### src/rtl/input_req_ctrl_if.sv
// Bundle between one input port's ingress/arbitration/cache-read logic and its
// request controller. The controller attaches to the slave modport.
`ifndef PORT_NUB_TOTAL
`define PORT_NUB_TOTAL 4
`endif

interface input_req_ctrl_if #(
    parameter int PORT_NUB = `PORT_NUB_TOTAL,
    parameter int ADDR_W   = 10,
    parameter int LEN_W    = 4
);
    localparam int WIDTH_OUT = $clog2(PORT_NUB);

    logic                 desc_valid;
    logic                 desc_ready;
    logic [WIDTH_OUT-1:0] desc_dest;
    logic [ADDR_W-1:0]    desc_addr;
    logic [LEN_W-1:0]     desc_len;
    logic [PORT_NUB-1:0]  req_out;
    logic [PORT_NUB-1:0]  grant_in;
    logic                 rd_en;
    logic [ADDR_W-1:0]    rd_addr;
    logic [WIDTH_OUT-1:0] rd_port;
    logic                 rd_last;
    logic                 err_self;
    logic                 err_grant;

    modport master (
        output desc_valid, desc_dest, desc_addr, desc_len, grant_in,
        input  desc_ready, req_out, rd_en, rd_addr, rd_port, rd_last,
               err_self, err_grant
    );

    modport slave (
        input  desc_valid, desc_dest, desc_addr, desc_len, grant_in,
        output desc_ready, req_out, rd_en, rd_addr, rd_port, rd_last,
               err_self, err_grant
    );
endinterface

### src/rtl/input_req_ctrl.sv
// Per-input-port request controller: queues packet descriptors, requests the
// destination output arbiter and streams cache read addresses while granted.
`ifndef PORT_NUB_TOTAL
`define PORT_NUB_TOTAL 4
`endif

module input_req_ctrl #(
    parameter int NUB      = 0,
    parameter int PORT_NUB = `PORT_NUB_TOTAL,
    parameter int DEPTH    = 8,
    parameter int ADDR_W   = 10,
    parameter int LEN_W    = 4
) (
    input logic             clk,
    input logic             rst_n,
    input_req_ctrl_if.slave bus
);
    localparam int WIDTH_OUT = $clog2(PORT_NUB);
    localparam int PTR_W     = $clog2(DEPTH);
    localparam int CNT_W     = PTR_W + 1;

    typedef enum logic {IDLE, BUSY} state_e;

    typedef struct packed {
        logic [WIDTH_OUT-1:0] dest;
        logic [ADDR_W-1:0]    addr;
        logic [LEN_W-1:0]     len;
    } desc_t;

    desc_t                fifo_mem [DEPTH];
    desc_t                in_desc;
    desc_t                head;
    logic [PTR_W-1:0]     wr_ptr_q, wr_ptr_d;
    logic [PTR_W-1:0]     rd_ptr_q, rd_ptr_d;
    logic [CNT_W-1:0]     count_q, count_d;
    state_e               state_q, state_d;
    logic [WIDTH_OUT-1:0] cur_dest_q, cur_dest_d;
    logic [ADDR_W-1:0]    cur_addr_q, cur_addr_d;
    logic [LEN_W-1:0]     beats_left_q, beats_left_d;
    logic                 err_self_q, err_self_d;
    logic                 push_hs, push, pop, beat, last_beat, fifo_empty;
    logic [PORT_NUB-1:0]  req_vec;

    assign in_desc    = '{dest: bus.desc_dest, addr: bus.desc_addr, len: bus.desc_len};
    assign head       = fifo_mem[rd_ptr_q];
    assign fifo_empty = (count_q == '0);

    // Readiness looks at occupancy only, so a same-cycle pop never frees a slot.
    assign bus.desc_ready = (count_q != CNT_W'(DEPTH));
    assign push_hs        = bus.desc_valid && bus.desc_ready;
    assign push           = push_hs && (bus.desc_dest != WIDTH_OUT'(NUB));
    assign err_self_d     = push_hs && (bus.desc_dest == WIDTH_OUT'(NUB));

    assign beat      = (state_q == BUSY) && bus.grant_in[cur_dest_q];
    assign last_beat = beat && (beats_left_q == '0);

    // NOTE: every always_comb output gets a default first so no latch is inferred.
    always_comb begin
        state_d      = state_q;
        cur_dest_d   = cur_dest_q;
        cur_addr_d   = cur_addr_q;
        beats_left_d = beats_left_q;
        pop          = 1'b0;
        req_vec      = '0;
        unique case (state_q)
            IDLE: begin
                if (!fifo_empty) begin
                    pop          = 1'b1;
                    state_d      = BUSY;
                    cur_dest_d   = head.dest;
                    cur_addr_d   = head.addr;
                    beats_left_d = head.len;
                end
            end
            BUSY: begin
                req_vec = PORT_NUB'(1) << cur_dest_q;
                if (beat) begin
                    cur_addr_d   = cur_addr_q + ADDR_W'(1);
                    beats_left_d = beats_left_q - LEN_W'(1);
                    // Chain straight into the next packet to avoid an idle cycle.
                    if (last_beat) begin
                        if (!fifo_empty) begin
                            pop          = 1'b1;
                            cur_dest_d   = head.dest;
                            cur_addr_d   = head.addr;
                            beats_left_d = head.len;
                        end else begin
                            state_d = IDLE;
                        end
                    end
                end
            end
            default: state_d = IDLE;
        endcase
    end

    assign wr_ptr_d = wr_ptr_q + PTR_W'(push);
    assign rd_ptr_d = rd_ptr_q + PTR_W'(pop);
    assign count_d  = count_q + CNT_W'(push) - CNT_W'(pop);

    assign bus.req_out   = req_vec;
    assign bus.rd_en     = beat;
    assign bus.rd_last   = last_beat;
    assign bus.rd_addr   = cur_addr_q;
    assign bus.rd_port   = cur_dest_q;
    assign bus.err_self  = err_self_q;
    assign bus.err_grant = (state_q == IDLE) ? (|bus.grant_in)
                                             : (|(bus.grant_in & ~req_vec));

    // NOTE: sequential state uses non-blocking assignments only.
    always_ff @(posedge clk or negedge rst_n) begin
        if (!rst_n) begin
            state_q      <= IDLE;
            wr_ptr_q     <= '0;
            rd_ptr_q     <= '0;
            count_q      <= '0;
            cur_dest_q   <= '0;
            cur_addr_q   <= '0;
            beats_left_q <= '0;
            err_self_q   <= 1'b0;
        end else begin
            state_q      <= state_d;
            wr_ptr_q     <= wr_ptr_d;
            rd_ptr_q     <= rd_ptr_d;
            count_q      <= count_d;
            cur_dest_q   <= cur_dest_d;
            cur_addr_q   <= cur_addr_d;
            beats_left_q <= beats_left_d;
            err_self_q   <= err_self_d;
        end
    end

    // NOTE: descriptor storage is not reset; occupancy alone says which slots are valid.
    always_ff @(posedge clk) begin
        if (push) fifo_mem[wr_ptr_q] <= in_desc;
    end
endmodule

### src/flat_wrapper.sv
// flat-port wrapper written by rule: the top's interface ports become plain ports
module input_req_ctrl_flat 
#(
    parameter int NUB      = 0,
    parameter int PORT_NUB = `PORT_NUB_TOTAL,
    parameter int DEPTH    = 8,
    parameter int ADDR_W   = 10,
    parameter int LEN_W    = 4
)
  (clk, rst_n, bus_desc_valid, bus_desc_dest, bus_desc_addr, bus_desc_len, bus_grant_in, bus_desc_ready, bus_req_out, bus_rd_en, bus_rd_addr, bus_rd_port, bus_rd_last, bus_err_self, bus_err_grant);
  input_req_ctrl_if #(.PORT_NUB(PORT_NUB), .ADDR_W(ADDR_W), .LEN_W(LEN_W)) bus_i ();
  input logic clk;
  input logic rst_n;
  input wire logic [$bits(bus_i.desc_valid)-1:0] bus_desc_valid;
  input wire logic [$bits(bus_i.desc_dest)-1:0] bus_desc_dest;
  input wire logic [$bits(bus_i.desc_addr)-1:0] bus_desc_addr;
  input wire logic [$bits(bus_i.desc_len)-1:0] bus_desc_len;
  input wire logic [$bits(bus_i.grant_in)-1:0] bus_grant_in;
  output wire logic [$bits(bus_i.desc_ready)-1:0] bus_desc_ready;
  output wire logic [$bits(bus_i.req_out)-1:0] bus_req_out;
  output wire logic [$bits(bus_i.rd_en)-1:0] bus_rd_en;
  output wire logic [$bits(bus_i.rd_addr)-1:0] bus_rd_addr;
  output wire logic [$bits(bus_i.rd_port)-1:0] bus_rd_port;
  output wire logic [$bits(bus_i.rd_last)-1:0] bus_rd_last;
  output wire logic [$bits(bus_i.err_self)-1:0] bus_err_self;
  output wire logic [$bits(bus_i.err_grant)-1:0] bus_err_grant;
  assign bus_i.desc_valid = bus_desc_valid;
  assign bus_i.desc_dest = bus_desc_dest;
  assign bus_i.desc_addr = bus_desc_addr;
  assign bus_i.desc_len = bus_desc_len;
  assign bus_i.grant_in = bus_grant_in;
  assign bus_desc_ready = bus_i.desc_ready;
  assign bus_req_out = bus_i.req_out;
  assign bus_rd_en = bus_i.rd_en;
  assign bus_rd_addr = bus_i.rd_addr;
  assign bus_rd_port = bus_i.rd_port;
  assign bus_rd_last = bus_i.rd_last;
  assign bus_err_self = bus_i.err_self;
  assign bus_err_grant = bus_i.err_grant;
  input_req_ctrl #(.NUB(NUB), .PORT_NUB(PORT_NUB), .DEPTH(DEPTH), .ADDR_W(ADDR_W), .LEN_W(LEN_W)) u_core (.clk(clk), .rst_n(rst_n), .bus(bus_i));
endmodule
### config.mk
export PLATFORM = sky130hd
export DESIGN_NAME = input_req_ctrl_flat
export DESIGN_NICKNAME = d
export VERILOG_FILES = /design/src/rtl/input_req_ctrl_if.sv /design/src/rtl/input_req_ctrl.sv /design/src/flat_wrapper.sv
export SDC_FILE = /design/constraint.sdc
export NUM_CORES = 1
export LEC_CHECK = 0
export ABC_AREA = 1
export CAP_MARGIN = 20
export CORE_ASPECT_RATIO = 0.75
export CORE_MARGIN = 3
export CORE_UTILIZATION = 44
export DETAILED_ROUTE_END_ITERATION = 7
export PLACE_DENSITY_LB_ADDON = 0.08
export SYNTH_ARGS = -nofsm -noshare
export SYNTH_HDL_FRONTEND = slang
export SYNTH_SLANG_ARGS = --single-unit
### constraint.sdc
create_clock -name clk -period 3.7 [get_ports clk]
set_clock_uncertainty 0.2 [all_clocks]
set_input_delay 0.74 -clock clk [delete_from_list [all_inputs] [get_ports clk]]
set_output_delay 0.74 -clock clk [all_outputs]
set_load 0.1 [all_outputs]
==> out/metrics.yaml <==
power:
  cellInternalPower_mw: 4.06
  p_sw_share_pct: 42.3
  irDropWorstVdd_uv: 390
  powerDensity_nw_per_um2: 866
  p_leak_nw: 3.24
  power.switching_mw: 2.98
  p_comb_share_pct: 42.4
  seqPwrFrac_pct: 34.2
  power_mw: 7.04
  p_clk_share_pct: 23.4
yosys:
  synth_top_area_cell: "edfxtp_1"
  syn_nets: 679
  synth.distinct_cells: 30
  syn_area_sq_um: 6920
  synth_cells: 642
  postSynthAreaPerCell_sq_um: 10.8
  synth_warnings: 0
  synth_area_leaders: "edfxtp_1 (56%), nand2_1 (10%), dfrtp_1 (10%)"
  seq_area_frac_synth_pct: 65.7
  synth_top_area_share_pct: 55.6
  synth_seq_cells: 156
global_routing:
  grt_pass1_wl_microns: 24400
  grt_max_degree: 66
  grt_overflow: 0
  antenna_found_initial: 0
  grt_usage_pct: 18.8
  grt_pass1_vias: 4539
cells_and_area:
  fin_nets: 732
  multi_input_area_sq_um: 2070
  area_growth_pct: 17.5
  final_common_cell: "nand2_1"
  diodes: 0
  final_cell_mix: "nand2_1 (192), edfxtp_1 (128), nand3_1 (92), nor2_1 (54), buf_4 (38)"
  drive_gt1_share_pct: 11.4
  stdcell_area_sq_um: 8130
  post_layout_nonfiller_instances: 913
  utilization_pct: 53.0
  num-fill-cells: 1396
  layout.area.seq_sq_um: 4550
worst_setup_path:
  slowest_stage: "clkdlybuf4s50_1"
  required_ns: 2.76
  critPathKind: "input port to primary output"
  arrival_ns: 2.06
  critPathMostFrequentCell: "nand2_1"
  cp-end-kind: "primary output"
  cp_slowest_stage_delay_ns: 0.48
  cp_cell_sequence: "clkdlybuf4s50_1 > nand2_1 > nand2_1 > nand2_1 > nand2_2 > nand2_4 > nor2_2 > buf_12"
  crit_fanout: 18
  cp-start-kind: "input port"
timing:
  holdWs_ns: 0.328
  hold_viol_final: 0
  fin_crit_ns: 3.00
  max_freq_mhz: 333
  min_period_over_period_pct: 81.2
  slew_viol_final: 0
  relSlewSlack_pct: 36.0
  rsz0062_at_grt: "false"
  setup_viol: 0
  setup_tns_ns: 0
  setup_ws_ns: 0.697
  tightest_slew_ns: 0.957
cts:
  numCtsBuffers: 17
  holdBufCountCts: 0
  clk_pin_slew_ns: 0.06
  cts.repair.resized: 0
  cts_htree_levels: 4
  cts_tree: "yes"
  clockBufferDepth: 2
  root_buffer: "clkbuf_16"
  post_cts_buffers: 0
  clkLatencyLatePin_ns: 0.41
  clock_sinks: 156
drt:
  avgRoutedWirePerCell_microns: 16.7
  drtIter0Drc: 362
  dr.pass1.iters: 4
  totalWireLength_microns: 15300
  num_vias: 4610
  via_per_inst: 5.05
  antenna_left: 0
  drcViolationCount: 0
die:
  rows: 39
  die_w_microns: 151
  die-area_sq_um: 17300
  ios: 44
  initial_core_util_pct: 45.1
  coreArea_sq_um: 15300
  die_height_microns: 115
flow_run:
  maxCapViolations: 0
placed_design:
  place_ws_ns: 0.341
  place_area_sq_um: 7540
  routabilityCongestion: 0.749
  portBuffers: 43
  dp_hpwl_microns: 9450
  dp.cells: 880
min_path:
  min_path_type: "register to register"
run_status:
  status: "complete, no violations"
registers in the layout, indices dropped and copies added (netlist names):
name and flops:
u_core.count_q 4, u_core.fifo_mem 128, u_core.wr_ptr_q 3, u_core.bus.rd_port 2, u_core.bus.err_self 1, u_core.state_q 1
u_core.rd_ptr_q 3, u_core.beats_left_q 4, u_core.bus.rd_addr 10
worst max-delay path, delay by kind of cell:
kind / cells / cell delay, ns
buffers and inverters: 2 / 0.67
and+or+nand+nor: 6 / 0.65
worst paths after layout:
check                                                        from                                 to  slack (ns)  depth (start not counted)
max in group asynchronous                                   rst_n           u_core.state_q$_DFF_PN0_        2.29                          3
worst min-delay path                  u_core.count_q[0]$_DFF_PN0_           u_core.state_q$_DFF_PN0_        0.33                          2
min in group asynchronous                                   rst_n  u_core.bus.rd_addr[5]$_DFFE_PN0P_        0.40                          1
worst max register to register  u_core.bus.rd_port[0]$_DFFE_PN0P_        u_core.count_q[2]$_DFF_PN0_        0.98                         14
worst min register to register        u_core.count_q[0]$_DFF_PN0_           u_core.state_q$_DFF_PN0_        0.33                          2
worst max-delay path                              bus_grant_in[3]                        bus_rd_last        0.70                          8
final cells by class:
class / count / area share, %
multi-input combinational: 427 / 25.5
tap: 205 / 3.16
clock buffer: 20 / 5.37
timing repair buffer: 64 / 7.17
inverter: 29 / 1.34
clock inverter: 12 / 1.52
sequential: 156 / 55.9
metal layers:
metal / routed length (microns) / GRT usage (%) / share of wire, %
met4: 75 / 5.01 / 0.49
met3: 864 / 4.75 / 5.7
met2: 7080 / 29.5 / 46
met5: 0 / 0 / 0
met1: 7240 / 26.3 / 47
cells by family after synthesis:
family                   Yosys count  share of synthesized area [%]
AND/OR/NAND/NOR                  354                           22.0
flip-flops                       156                           65.7
XOR/XNOR                           9                           1.14
buffers and inverters             59                           4.36
adder cells (fa/ha/maj)           14                           2.64
AO/OA/AOI/OAI                     50                           4.14
power by group through the flow:
stage	sequential, mW	clock (mW)	combinational, mW
after floorplan	2.82	0	1.86
after global placement	2.43	0	2.97
after detailed placement	2.44	0	3.00
after CTS	2.41	1.69	3.02
after global routing	2.44	1.76	3.31
final	2.40	1.65	2.99
cells in the mapped netlist:
master and count:
nand3b_1 3, nor3_4 1, o21bai_1 1, o21ai_0 33, buf_4 5, xnor2_1 3, buf_2 11, o21ai_2 1
nand4_1 4, nand2_2 1, clkbuf_8 1, dfrtp_1 28, xor2_1 6, nand4_4 1, a21oi_1 1, inv_2 3
buf_6 5, o21a_1 10, edfxtp_1 128, fa_1 1, nor3_1 2, nor2_1 55, nand2_1 192, clkbuf_1 7
o22ai_1 4, inv_1 26, nand2_4 3, buf_1 1, nand3_1 92, ha_1 13
No activity file was read; power rests on OpenSTA's default activity.
==> edit 1: new RTL, same settings <==
`DEPTH` is set to 8 in 2 places; all go to 4.
--- a/src/rtl/input_req_ctrl.sv
+++ b/src/rtl/input_req_ctrl.sv
@@ -7,7 +7,7 @@
 module input_req_ctrl #(
     parameter int NUB      = 0,
     parameter int PORT_NUB = `PORT_NUB_TOTAL,
-    parameter int DEPTH    = 8,
+    parameter int DEPTH    = 4,
     parameter int ADDR_W   = 10,
     parameter int LEN_W    = 4
 ) (
--- a/src/flat_wrapper.sv
+++ b/src/flat_wrapper.sv
@@ -3,7 +3,7 @@
 #(
     parameter int NUB      = 0,
     parameter int PORT_NUB = `PORT_NUB_TOTAL,
-    parameter int DEPTH    = 8,
+    parameter int DEPTH    = 4,
     parameter int ADDR_W   = 10,
     parameter int LEN_W    = 4
 )
Check against the original RTL: not equivalent (a bounded check fails within 10 cycles, from zero or initial values and one cycle with rst_n low).
==> edit 1 against the unedited design <==
  * Final area shrank 40%
  * Area after synthesis down 41%
  * Non-clock buffer count is 12 lower
  * Sequential power is 37% lower
  * Register-to-register slack lost 0.03 ns
  * Sequential cell count shrank 67
  * Routed wire length is 46% lower
  * Worst setup slack got worse by 0.046 ns
  * Combinational power down 29%
  * Fmax shrank 1.5%
  * Total power is 37% lower
  * Final cell count decreased by 40%
  * Global-route usage down 1.8 points
  * Synthesized cell count shrank 40%
  * Critical endpoint unchanged
==> edit 1: results (changes against the unedited design) <==
run_status:
  status: "finished, final reports clean"
synth:
  ys_top_cells_by_count: "edfxtp_1 (64), nand2_1 (59), nand3_1 (52)"
  async_flop_share_pct: 28.1  # +10 points
  yosysSeqAreaShare_pct: 62.8  # -2.9 points
  synth-main-ff-cell: "edfxtp_1"
  syn_inst: 383  # -40%
  synth_edf_count: 64  # -50%
  syn_nets: 414  # -39%
  synth.area.top_cells: "edfxtp_1 (47%), dfrtp_1 (15%), nand3_1 (6.4%)"
detailed_routing:
  routed_wirelength_mm: 8.22  # -46%
  vias: 2859  # -38%
  wire_per_inst_um: 15.1  # -9.6%
  drt_iter0_drc: 142  # -61%
  dr.pass1.iters: 5  # +1
setup_path:
  rr_startpoint: "u_core.beats_left_q[0]"
  arrival_ns: 2.11  # +0.05 ns
  timing.rr.end: "u_core.count_q[1]"
  rrSetupSlack_ns: 0.95  # -0.03 ns
  crit_path_max_fanout: 17  # -1
  slowest_delay_ns: 0.47
global_route:
  grt_usage_pct: 17.0  # -1.8 points
  grt_first_pass_wirelength_mm: 13.4  # -45%
  grtUsageMet3_pct: 4.13  # -0.62 points
  use_met2_pct: 26.3  # -3.2 points
  grt_max_degree: 34  # -48%
  met1_usage_pct: 24.1  # -2.2 points
  grt_pass1_vias: 2663  # -41%
pwr:
  seq_power_share_pct: 34.1  # about the same
  ir_drop_v: 0.000406  # +4.1%
  p_leak_nw: 2.00  # -38%
  sw_frac_of_total_pct: 46.2  # +3.8 points
cts:
  cts_buffers: 9  # -8
  clkLatencyLatePin_ns: 0.33  # -0.08 ns
  htreeDepth: 3  # -1
  cts.reportedPaths.clkPinSlew_ns: 0.06  # about the same
  root_buffer: "clkbuf_16"
floorplan:
  row_count: 29  # -26%
place:
  gp_congestion: 0.827  # +10%
  placed_area_um2: 4610  # -39%
  dp.cells: 528  # -40%
  dp_hpwl_mm: 5.63  # -40%
final_layout:
  fin_nets: 462  # -37%
  top_register: "u_core.fifo_mem"
  largest_reg_flops: 64  # -50%
  drive_gt1_share_pct: 13.5  # +2.1 points
hold_path:
  hold_class: "register to register"
  min_from: "u_core.count_q[0]"
timing:
  max_slew_margin_pct: 35.2  # -0.80 points
==> edit 1: worst min-delay path by stage <==
stage / cells past startpoint / to / slack [ns]
floorplan: 0 / u_core.beats_left_q[0] / 0.24
global placement: 2 / u_core.state_q / 0.30
detailed placement: 2 / u_core.state_q / 0.30
CTS: 2 / u_core.state_q / 0.32
global route: 2 / u_core.state_q / 0.37
finish: 2 / u_core.state_q / 0.32
==> edit 1: worst reg2reg max path: cells and delay by family, from the launching register on <==
kind / cells / cell delay (ns)
AND/OR/NAND/NOR: 2 / 0.35
AO/OA/AOI/OAI: 1 / 0.21
adder cells (fa/ha/maj): 4 / 0.97
flip-flops: 1 / 0.40
buffers and inverters: 7 / 0.51
==> edit 1: power by group through the flow <==
stage,clock network (mW),registers (mW),logic [mW]
after floorplan,0,1.90,1.27
after global placement,0,1.54,2.14
after detailed placement,0,1.54,2.15
after CTS,0.838,1.52,2.16
after global routing,0.877,1.55,2.34
final,0.817,1.52,2.13
==> edit 1: cell families after synthesis <==
kind of cell | share of synthesized area [%]
buf+inv | 5.71
flops | 62.8
compound gates | 7.96
xor+xnor | 2.16
simple gates | 18.7
fa+ha+maj | 2.65
==> edit 1: cell type report <==
class	count	area, um2
Multi-Input combinational cell	242	1320
Inverter	37	139
Fill cell	749	3820
Tap cell	108	135
Sequential cell	89	2550
Clock buffer	11	243
Clock inverter	5	31.3
Timing Repair Buffer	52	473
==> edit 1: per-layer routing <==
metal	routed length (um)	share of wire, %
met5	0	0
met1	4030	49
met2	3730	45
met3	358	4.4
met4	103	1.3
==> edit 1: stage by stage <==
stage	setup WS (ns)	utilization (%)
2_1_floorplan	0.0154	-
3_3_place_gp	0.484	52.9
3_5_place_dp	0.443	52.9
4_1_cts	0.643	56.1
5_1_grt	0.540	56.1
6_report	0.651	56.1
==> edit 2: new RTL, same settings <==
Made on the original files. `cur_addr_q` no longer has a reset.
--- a/src/rtl/input_req_ctrl.sv
+++ b/src/rtl/input_req_ctrl.sv
@@ -115,7 +115,6 @@
             rd_ptr_q     <= '0;
             count_q      <= '0;
             cur_dest_q   <= '0;
-            cur_addr_q   <= '0;
             beats_left_q <= '0;
             err_self_q   <= 1'b0;
         end else begin
@@ -124,10 +123,13 @@
             rd_ptr_q     <= rd_ptr_d;
             count_q      <= count_d;
             cur_dest_q   <= cur_dest_d;
-            cur_addr_q   <= cur_addr_d;
             beats_left_q <= beats_left_d;
             err_self_q   <= err_self_d;
         end
+    end
+
+    always_ff @(posedge clk) begin
+        cur_addr_q <= cur_addr_d;
     end
 
     // NOTE: descriptor storage is not reset; occupancy alone says which slots are valid.
Formal check against the unedited RTL: differs if rst_n is asserted again (counterexample within 4 cycles, from zero or initial values and one cycle with rst_n low); with rst_n held inactive, the same outputs for 4 cycles.
==> edit 2 against the unedited design <==
  * Hold slack worse by 0.0095 ns
  * Clock power is 7% higher
  * Total power is 2.8% higher
  * Die area is 2.1% lower
  * Fmax is 0.85% lower
  * Final area is 0.74% lower
  * Register-to-register slack better by 0.07 ns
  * Global-route usage is 0.60 points higher
  * Via count is 2.8% lower
  * Area after synthesis is 2.2% lower
  * Sequential cell count stayed put
  * Routed wire length is 0.54% higher
  * Worst setup slack worse by 0.026 ns
  * Largest cell class unchanged
  * Highest routed layer unchanged
==> edit 2: results (changes against the unedited design) <==
place:
  dp_hpwl_mm: 9.55  # +1.1%
  pre_cts_ws_ns: 0.476  # +0.136 ns
  dp.cells: 843  # -4.2%
  placed_area_um2: 7450  # -1.2%
  gp_congestion: 0.864  # +15%
global_route:
  grt_usage_pct: 19.4  # +0.60 points
  met1_usage_pct: 27.9  # +1.6 points
  grt_first_pass_wirelength_mm: 24.6  # +0.76%
  grtUsageMet3_pct: 4.92  # +0.18 points
  grt_pass1_vias: 4513  # -0.57%
  use_met2_pct: 29.5  # +0.038 points
synth:
  async_flop_share_pct: 11.5  # -6.4 points
  syn_inst: 607  # -5.5%
  synth_edf_count: 138  # +7.8%
  yosysSeqAreaShare_pct: 67.9  # +2.2 points
  synth.area.top_cells: "edfxtp_1 (61%), nand2_1 (8.3%), dfrtp_1 (6.7%)"
  syn_nets: 644  # -5.2%
  ys_top_cells_by_count: "nand2_1 (149), edfxtp_1 (138), nor2_1 (70)"
setup_path:
  rrSetupSlack_ns: 1.05  # +0.07 ns
  rr_startpoint: "u_core.count_q[2]"
  timing.rr.end: "u_core.count_q[2]"
  arrival_ns: 2.09  # +0.03 ns
  slowest_delay_ns: 0.51  # +0.03 ns
  crit_path_max_fanout: 3  # -15
  cp_slowest_cell: "clkdlybuf4s50_1"
  reg2reg_depth: 10  # -4
final_layout:
  nNonClkBuffers: 63  # -1.6%
  seq_area_um2: 4600  # +1.1%
  multi_input_area_share_pct: 23.4  # -2.1 points
  clock_buffers: 18  # -10%
  multiInputCombCellCount: 382  # -11%
  area_growth_pct: 19.3
  drive_gt1_share_pct: 12.4  # +0.99 points
  clk_share_pct: 7.43  # +0.53 points
  fillers: 1312  # -6.0%
  fin_nets: 700  # -4.4%
timing:
  fin_crit_ns: 3.03  # +0.0259 ns
  tightest_slew_ns: 0.967  # +0.00973 ns
  holdWs_ns: 0.319  # -0.00946 ns
detailed_routing:
  wire_per_inst_um: 17.5  # +4.8%
  wl_met1_mm: 7.35  # +1.6%
  viasPerCell: 5.11  # +1.3%
  dr_wl_met3_um: 641  # -26%
  drt_iter0_drc: 367  # +1.4%
  route.met2.wl_mm: 7.07  # about the same
  routed_wirelength_mm: 15.3  # +0.54%
pwr:
  sw_frac_of_total_pct: 42.1  # -0.25 points
  p_clk_mw: 1.76  # +7%
  comb_power_mw: 3.00  # about the same
  power_switching_mw: 3.04  # +2.1%
  ir_drop_v: 0.000599  # +54%
  p_leak_nw: 3.17  # -2.2%
hold_path:
  hold_end: "u_core.beats_left_q[1]"
  min_from: "u_core.beats_left_q[1]"
run_status:
  status: "finished, final reports clean"
floorplan:
  row_count: 38  # -2.6%
[edit 2: changes by cell type in the layout (fill, tap and decap cells not counted), moves of 10 or more]
| cell | before | now |
|---|---|---|
| o21a_1 | 10 | 0 |
| nor2_1 | 54 | 70 |
| nand2_1 | 192 | 149 |
| o21ai_1 | 0 | 11 |
| nand3_1 | 92 | 48 |
| o22ai_1 | 4 | 18 |
| dfrtp_1 | 27 | 17 |
| inv_1 | 26 | 38 |
| edfxtp_1 | 128 | 138 |
[edit 2: worst max-delay path, delay by kind of cell]
family | cells | cell delay [ns]
buffers and inverters | 2 | 0.71
AND/OR/NAND/NOR | 6 | 0.63
[edit 2: logic make-up (layout without fill, tap and decap cells)]
logic type               after synthesis  after routing  synth area share (%)
flip-flops                           156            156                  67.9
buffers and inverters                 69            138                  4.44
XOR/XNOR                              12             12                  1.55
AND/OR/NAND/NOR                      279            279                  17.1
AO/OA/AOI/OAI                         77             77                  6.29
adder cells (fa/ha/maj)               14             14                  2.70
